`config.mk`:
```
export PLATFORM = sky130hd
export DESIGN_NAME = vga_scan_ctrl
export DESIGN_NICKNAME = d
export VERILOG_FILES = /design/src/rtl/vga_pkg.sv /design/src/rtl/vga_timing_cnt.sv /design/src/rtl/vga_scan_ctrl.sv
export SDC_FILE = /design/constraint.sdc
export NUM_CORES = 1
export LEC_CHECK = 0
export ABC_AREA = 1
export CORE_ASPECT_RATIO = 0.5
export CORE_MARGIN = 2
export CORE_UTILIZATION = 52
export CTS_BUF_LIST = sky130_fd_sc_hd__clkbuf_16
export DETAILED_ROUTE_END_ITERATION = 6
export GPL_ROUTABILITY_DRIVEN = 0
export HOLD_SLACK_MARGIN = 0.15
export PLACE_DENSITY_LB_ADDON = 0.12
export SLEW_MARGIN = 10
export SYNTH_ARGS = -nofsm -noshare
export SYNTH_HDL_FRONTEND = slang
export SYNTH_HIERARCHICAL = 1
export SYNTH_SLANG_ARGS = --single-unit
```
`constraint.sdc`:
```
create_clock -name clk -period 1.7 [get_ports clk]
set_clock_uncertainty 0.05 [all_clocks]
set_input_delay 0.51 -clock clk [delete_from_list [all_inputs] [get_ports clk]]
set_output_delay 0.51 -clock clk [all_outputs]
set_load 0.02 [all_outputs]
```
`src/rtl/vga_pkg.sv`:
```
// Shared VGA timing defaults, pixel types and small helpers for the scan controller.
package vga_pkg;
  localparam int H_ACTIVE_D = 640;
  localparam int H_FP_D     = 16;
  localparam int H_SYNC_D   = 96;
  localparam int H_BP_D     = 48;
  localparam int H_TOTAL_D  = H_ACTIVE_D + H_FP_D + H_SYNC_D + H_BP_D;

  localparam int V_ACTIVE_D = 480;
  localparam int V_FP_D     = 10;
  localparam int V_SYNC_D   = 2;
  localparam int V_BP_D     = 33;
  localparam int V_TOTAL_D  = V_ACTIVE_D + V_FP_D + V_SYNC_D + V_BP_D;

  localparam int IMG_W_D = 512;
  localparam int IMG_H_D = 480;

  localparam int CNT_W  = 10;
  localparam int ADDR_W = 19;

  typedef struct packed {
    logic [3:0] r;
    logic [3:0] g;
    logic [3:0] b;
  } rgb444_t;

  typedef struct packed {
    logic [7:0] r;
    logic [7:0] g;
    logic [7:0] b;
  } rgb888_t;

  // Per-pixel side info carried alongside the valid shift register.
  typedef struct packed {
    logic             in_img;
    logic             hs;
    logic             vs;
    logic [CNT_W-1:0] h;
    logic [CNT_W-1:0] v;
  } stage_t;

  function automatic rgb888_t expand444(input rgb444_t p);
    rgb888_t o;
    o.r = {p.r, p.r};
    o.g = {p.g, p.g};
    o.b = {p.b, p.b};
    return o;
  endfunction

  function automatic bit is_pow2(input int x);
    return (x > 0) && ((x & (x - 1)) == 0);
  endfunction
endpackage

```
`src/rtl/vga_timing_cnt.sv`:
```
// Horizontal/vertical scan counters plus the stage-0 active and sync-pulse decode.
module vga_timing_cnt import vga_pkg::*; #(
  parameter int H_ACTIVE = H_ACTIVE_D,
  parameter int H_FP     = H_FP_D,
  parameter int H_SYNC   = H_SYNC_D,
  parameter int H_BP     = H_BP_D,
  parameter int V_ACTIVE = V_ACTIVE_D,
  parameter int V_FP     = V_FP_D,
  parameter int V_SYNC   = V_SYNC_D,
  parameter int V_BP     = V_BP_D
) (
  input  logic             clk,
  input  logic             reset,
  output logic [CNT_W-1:0] h_cnt,
  output logic [CNT_W-1:0] v_cnt,
  output logic             active,
  output logic             hs_act,
  output logic             vs_act
);
  localparam logic [CNT_W-1:0] H_LAST = CNT_W'(H_ACTIVE + H_FP + H_SYNC + H_BP - 1);
  localparam logic [CNT_W-1:0] V_LAST = CNT_W'(V_ACTIVE + V_FP + V_SYNC + V_BP - 1);
  localparam logic [CNT_W-1:0] H_ACT  = CNT_W'(H_ACTIVE);
  localparam logic [CNT_W-1:0] V_ACT  = CNT_W'(V_ACTIVE);
  localparam logic [CNT_W-1:0] HS_BEG = CNT_W'(H_ACTIVE + H_FP);
  localparam logic [CNT_W-1:0] HS_END = CNT_W'(H_ACTIVE + H_FP + H_SYNC);
  localparam logic [CNT_W-1:0] VS_BEG = CNT_W'(V_ACTIVE + V_FP);
  localparam logic [CNT_W-1:0] VS_END = CNT_W'(V_ACTIVE + V_FP + V_SYNC);

  logic line_end;
  assign line_end = (h_cnt == H_LAST);

  always_ff @(posedge clk or negedge reset) begin
    if (!reset) begin
      h_cnt <= '0;
      v_cnt <= '0;
    end else begin
      h_cnt <= line_end ? '0 : h_cnt + CNT_W'(1);
      if (line_end) v_cnt <= (v_cnt == V_LAST) ? '0 : v_cnt + CNT_W'(1);
    end
  end

  // Sync flags are active-high here; polarity is flipped only at the output register.
  assign active = (h_cnt < H_ACT) && (v_cnt < V_ACT);
  assign hs_act = (h_cnt >= HS_BEG) && (h_cnt < HS_END);
  assign vs_act = (v_cnt >= VS_BEG) && (v_cnt < VS_END);
endmodule

```
`src/rtl/vga_scan_ctrl.sv`:
```
// VGA scan controller: ROM address generation, 3-cycle pixel pipeline and colour output stage.
module vga_scan_ctrl import vga_pkg::*; #(
  parameter int          H_ACTIVE = H_ACTIVE_D,
  parameter int          H_FP     = H_FP_D,
  parameter int          H_SYNC   = H_SYNC_D,
  parameter int          H_BP     = H_BP_D,
  parameter int          V_ACTIVE = V_ACTIVE_D,
  parameter int          V_FP     = V_FP_D,
  parameter int          V_SYNC   = V_SYNC_D,
  parameter int          V_BP     = V_BP_D,
  parameter int          IMG_W    = IMG_W_D,
  parameter int          IMG_H    = IMG_H_D,
  parameter logic [23:0] BG_COLOR = 24'h000000
) (
  input  logic              clk,
  input  logic              reset,
  input  logic [11:0]       pixel_in,
  output logic [ADDR_W-1:0] rom_addr,
  output logic [CNT_W-1:0]  h_addr,
  output logic [CNT_W-1:0]  v_addr,
  output logic              hsync,
  output logic              vsync,
  output logic              valid,
  output logic [7:0]        vga_r,
  output logic [7:0]        vga_g,
  output logic [7:0]        vga_b,
  output logic              frame_start
);
  localparam int STAGES = 2;
  localparam logic [CNT_W-1:0] IMG_W_C = CNT_W'(IMG_W);
  localparam logic [CNT_W-1:0] IMG_H_C = CNT_W'(IMG_H);

  logic [CNT_W-1:0]  h_cnt, v_cnt;
  logic              active0, hs0, vs0, in_img0;
  logic [ADDR_W-1:0] addr0;

  vga_timing_cnt #(
    .H_ACTIVE(H_ACTIVE), .H_FP(H_FP), .H_SYNC(H_SYNC), .H_BP(H_BP),
    .V_ACTIVE(V_ACTIVE), .V_FP(V_FP), .V_SYNC(V_SYNC), .V_BP(V_BP)
  ) u_cnt (
    .clk    (clk),
    .reset  (reset),
    .h_cnt  (h_cnt),
    .v_cnt  (v_cnt),
    .active (active0),
    .hs_act (hs0),
    .vs_act (vs0)
  );

  assign in_img0 = (h_cnt < IMG_W_C) && (v_cnt < IMG_H_C);

  generate
    if (is_pow2(IMG_W)) begin : g_shift
      localparam int SH = $clog2(IMG_W);
      assign addr0 = (ADDR_W'(v_cnt) << SH) + ADDR_W'(h_cnt);
    end else begin : g_rowbase
      // row_base steps in lockstep with v_cnt so it always equals v_cnt*IMG_W.
      localparam logic [CNT_W-1:0] H_LAST = CNT_W'(H_ACTIVE + H_FP + H_SYNC + H_BP - 1);
      localparam logic [CNT_W-1:0] V_LAST = CNT_W'(V_ACTIVE + V_FP + V_SYNC + V_BP - 1);
      logic [ADDR_W-1:0] row_base;
      always_ff @(posedge clk or negedge reset) begin
        if (!reset) row_base <= '0;
        else if (h_cnt == H_LAST)
          row_base <= (v_cnt == V_LAST) ? '0 : row_base + ADDR_W'(IMG_W);
      end
      assign addr0 = row_base + ADDR_W'(h_cnt);
    end
  endgenerate

  stage_t            s0, s1, s2;
  logic [STAGES-1:0] vld_pipe;
  rgb888_t           pix;

  assign s0  = '{in_img: in_img0, hs: hs0, vs: vs0, h: h_cnt, v: v_cnt};
  assign pix = expand444(rgb444_t'(pixel_in));

  // Stage 1 issues the ROM address; stage 2 lines up with the ROM's registered data.
  always_ff @(posedge clk or negedge reset) begin
    if (!reset) begin
      vld_pipe <= '0;
      s1       <= '0;
      s2       <= '0;
      rom_addr <= '0;
    end else begin
      vld_pipe <= {vld_pipe[STAGES-2:0], active0};
      s1       <= s0;
      s2       <= s1;
      if (in_img0) rom_addr <= addr0;
    end
  end

  always_ff @(posedge clk or negedge reset) begin
    if (!reset) begin
      valid       <= 1'b0;
      hsync       <= 1'b1;
      vsync       <= 1'b1;
      h_addr      <= '0;
      v_addr      <= '0;
      vga_r       <= '0;
      vga_g       <= '0;
      vga_b       <= '0;
      frame_start <= 1'b0;
    end else begin
      valid       <= vld_pipe[STAGES-1];
      hsync       <= ~s2.hs;
      vsync       <= ~s2.vs;
      h_addr      <= vld_pipe[STAGES-1] ? s2.h : '0;
      v_addr      <= vld_pipe[STAGES-1] ? s2.v : '0;
      frame_start <= vld_pipe[STAGES-1] && (s2.h == '0) && (s2.v == '0);
      if (!vld_pipe[STAGES-1])  {vga_r, vga_g, vga_b} <= 24'h000000;
      else if (!s2.in_img)      {vga_r, vga_g, vga_b} <= BG_COLOR;
      else                      {vga_r, vga_g, vga_b} <= pix;
    end
  end
endmodule

```
* Word-level counts from Yosys, hierarchy flattened
Cells that the tools add are included.
** Storage, ports and cells
- Register bits :: 135
- Bits of input ports :: 14
- Word-level logic and storage cells :: 55
- Output and inout bits :: 67
** Cells by class
- Reduce and logical (&&, ||, !) cells :: 8
- Magnitude comparators :: 7
- $add $sub $neg :: 3
- Equality and inequality tests :: 2
- Bitwise gates (word level) :: 2
- Muxes and demuxes :: 10
** Operators with widths (count)
- $mux 8 :: 6
- $mux 10 :: 4
- $lt 10x10->1 const B :: 3
- $add 10x1->10 const B :: 2
- $eq 10x10->1 const B :: 2
- $logic_not 10->1 :: 2
- $lt 10x9->1 const B :: 2
- $add 19x10->19 :: 1
- $ge 10x10->1 const B :: 1
- $ge 10x9->1 const B :: 1
- $logic_and 1x1->1 :: 6
- $not 1->1 :: 2

* Logic depth before layout (Yosys ltp)
- Depth after elaboration :: 3
- Gate-level depth with buffers :: 8

* Cells and area by module
Netlist, hierarchy kept.
** Modules (own cells, without submodules)
- vga_scan_ctrl :: sequential area each 2580.0 um^2, area each 3463.3 um^2, times used 1, cells each 303
- vga_timing_cnt :: sequential area each 500.5 um^2, area each 1134.8 um^2, times used 1, cells each 146

* Worst setup path before layout
No wires, ideal clock.
- Kind :: register to register
- From :: reg u_cnt.h_cnt[0]
- To :: reg u_cnt.v_cnt[8]
- Path buffers :: 1
- Stages on the path, launching flop included :: 8
- Library setup time :: 0.127 ns
- Path slack :: 0.314 ns
- Data required time :: 1.523 ns
- Arrival time :: 1.209 ns
- Path through :: dfrtp_1 > ha_1 > nand2_2 > nor2_4 > nand3_2 > nor2_4 > buf_4 > o21ai_0
** Between the ends
- Cells in the longest elaborated chain, start to end :: 1
** Ends and longest elaborated chain
- start, declared :: RTL line vga_timing_cnt.sv:14 : output logic [CNT_W-1:0] h_cnt,
- start signal, assigned :: RTL line vga_timing_cnt.sv:37 : h_cnt <= line_end ? '0 : h_cnt + CNT_W'(1);
- $eq 10x10->1 :: RTL line vga_timing_cnt.sv:30 : assign line_end = (h_cnt == H_LAST);
- end signal, assigned :: RTL line vga_timing_cnt.sv:38 : if (line_end) v_cnt <= (v_cnt == V_LAST) ? '0 : v_cnt + CNT_W'(1);
- end, declared :: RTL line vga_timing_cnt.sv:15 : output logic [CNT_W-1:0] v_cnt,
No other way between the ends.
A chain may end at the register's enable or synchronous reset.

* Worst setup path in the final report
- From :: reg rom_addr[12]
- To :: out rom_addr[12]
** RTL lines
- start, declared :: RTL line vga_scan_ctrl.sv:18 : output logic [ADDR_W-1:0] rom_addr,
- start signal, assigned :: RTL line vga_scan_ctrl.sv:88 : if (in_img0) rom_addr <= addr0;
No word-level cell between the ends.

==> flow_summary.toml <==
[run_status]
outcome = "finished, final reports clean"

[route]
drt-vias-per-instance = 4.62
wl_um = 8990
drc = 0
drtIter0Drc = 169
drt_pre_antenna_iters = 5
via_count = 3112
ant_nets = 0
wl_per_cell_um = 13.4

[setup_path]
critPathArrivalTime_ps = 1110
slowest_delay_ps = 390
crit_chain = "dlygate4sd2_1"
cp_max_fo = 2
end_kind = "primary output"
path_class = "flip-flop to primary output"
required_ps = 1140
cp.buffers_inverters = 1
cpMaxStageDelayCell = "dfrtp_1"
start_kind = "flip-flop"
cp_top_family = "flip-flops"

[layout]
nets = 564
drive_gt1_share_pct = 9.53
final_cell_mix = "122 x nand2_1, 120 x dfrtp_1, 64 x inv_1"
area_growth_syn_to_layout_pct = 30.0
seq_area_um2 = 3080
final_common_cell = "nand2_1"
multi_input_area_um2 = 1120
n_antenna_cell = 0
fillers = 650

[synth]
synth_fp_nets = 469
yosys.area_share.xor_xnor_pct = 2.10
synth_cells = 449
synth_compound_area_share_pct = 1.52
synth-simple-area-share_pct = 19.1
synth_cell_types = 24
synth.area.top_cells = "dfrtp_1 66%, nand2_1 10%, inv_1 5.1%, nor2_1 4.2%, nand3_1 2.2%"
seq_area_frac_synth_pct = 67.0
syn_area_um2 = 4600
synth_top_area_share_pct = 65.9
ys_ff_latch = 123
synthMuxAreaShare_pct = 0
synth_top_cell_by_area = "dfrtp_1"
syn_area_per_cell_um2 = 10.2
synth_top_family_by_area = "simple AND/OR/NAND/NOR gates"
ys_warn_count = 6
synth_fa_ha_area_share_pct = 1.63

[sta]
setup_viol = 0
slew_headroom_pct = 67.9
setup_tns_ps = 0
whs_ps = 294
drv_slew = 0
fmaxAchievable_ghz = 0.598
fin_crit_ps = 1670
worst_pin_slew_ps = 481
hold_viol = 0
post-route-period-util_pct = 98.3
grt_setup_unrepaired = "no"

[placement]
port_buffers = 80
dp_hpwl_um = 5710

[clock_network]
clkTransAtPathRegs_ps = 50
clkLatencyLatePin_ps = 410
cts_buffer_depth = 2
clock-sinks = 123
cts-root-buf = "clkbuf_16"
numCtsBuffers = 17
htree_levels = 4
cts_tree = "yes"

[power]
power.total_mw = 6.40
p_leak_nw = 3.22
irDropWorstVdd_mv = 0.780
power_density_nw_per_um2 = 1070

[floorplanning]
fp.dieH_um = 70.5
io_pins = 81
die_area_um2 = 9660
start_util_pct = 53.2
rows = 24
die_width_um = 137
coreArea_um2 = 8650

[grt]
track_usage_pct = 21.1
grt_pass1_wl_um = 15200
grt_max_degree = 94
grt_pass1_vias = 3115
antenna_found_initial = 0
grt.overflow.total = 0

[hold_path]
worstHoldPathType = "flip-flop to flip-flop"

[job]
drv_cap = 0
## area by class of cell
type | count | share of cell area, %
clock buffer | 17 | 7.12
clock inverter | 14 | 1.90
tap | 117 | 2.45
multi-input combinational | 243 | 18.7
timing repair buffer | 96 | 14.3
inverter | 63 | 3.96
sequential | 123 | 51.5
## through the flow
| stage | utilization [%] | worst slack [ps] | std cells | area (um^2) |
|---|---|---|---|---|
| 4_1_cts | 69.0 | 11.1 | 673 | 5970 |
| 6_report | 69.1 | 28.3 | 673 | 5980 |
| 3_3_place_gp | 63.7 | 59.3 | 641 | 5510 |
| 2_1_floorplan | - | 314 | 449 | 4600 |
| 3_5_place_dp | 63.7 | 56.8 | 641 | 5510 |
| 5_1_grt | 69.1 | 0.513 | 673 | 5980 |
## cell families (layout without fill, tap and decap cells)
logic type / Yosys count / after routing
AO/OA/AOI/OAI: 13 / 13
XOR/XNOR: 11 / 11
adder cells (fa/ha/maj): 6 / 6
buffers and inverters: 83 / 190
flip-flops: 123 / 123
AND/OR/NAND/NOR: 213 / 213
## what timing repair did
item,CTS,global route
hold endpoints to repair,121,0
setup endpoints to repair,67,9
gates resized for setup,75,9
buffers inserted,0,0
hold buffers,1,0
## per-layer routing
| layer | vias up | share of wire (%) | wire length (um) | GRT usage, % |
|---|---|---|---|---|
| met4 | 0 | 0.41 | 37 | 7.10 |
| met2 | 76 | 46 | 4110 | 32.8 |
| met5 | - | 0 | 0 | 0 |
| met1 | 1491 | 49 | 4400 | 28.4 |
| li1 | 1541 | - | - | - |
| met3 | 4 | 5.0 | 454 | 6.68 |
## final timing paths
path,start,endpoint,slack [ps],cells past startpoint
max in group asynchronous,reset,hsync,560,3
worst min-delay path,s1[12],s2[12],290,0
worst max-delay path,rom_addr[12],rom_addr[12],30,1
worst min register to register,s1[12],s2[12],290,0
min in group asynchronous,reset,u_cnt/v_cnt[2],630,3
worst max register to register,u_cnt/v_cnt[0],u_cnt/v_cnt[4],160,7
## registers in the layout, summed over array words and instances, names as in the netlist, 10 cells and up
| signal | count |
|---|---|
| u_cnt/h_cnt | 10 |
| v_addr | 10 |
| rom_addr | 19 |
| s2 | 23 |
| s1 | 23 |
| h_addr | 10 |
| u_cnt/v_cnt | 10 |
## synthesized netlist by cell type
cell type and instances:
a21oi_1 1, buf_4 13, buf_6 2, buf_8 2
clkbuf_1 3, dfrtp_1 121, dfstp_2 2, ha_1 6
inv_1 62, inv_2 1, nand2_1 122, nand2_2 2
nand3_1 20, nand3_2 1, nand4_1 5, nor2_1 51
nor2_2 2, nor2_4 2, nor3_1 8, o21ai_0 9
o21ai_1 1, o21bai_1 2, xnor2_1 2, xor2_1 9
## power breakdown
part	leakage (nW)	internal, mW	total [mW]	switching [mW]
Combinational	1.37	0.0662	0.179	0.113
Sequential	1.58	2.95	2.95	0.00598
Clock	0.272	2.09	3.27	1.18
Total	3.22	5.11	6.40	1.30
Power figures use the tool's default switching activity.
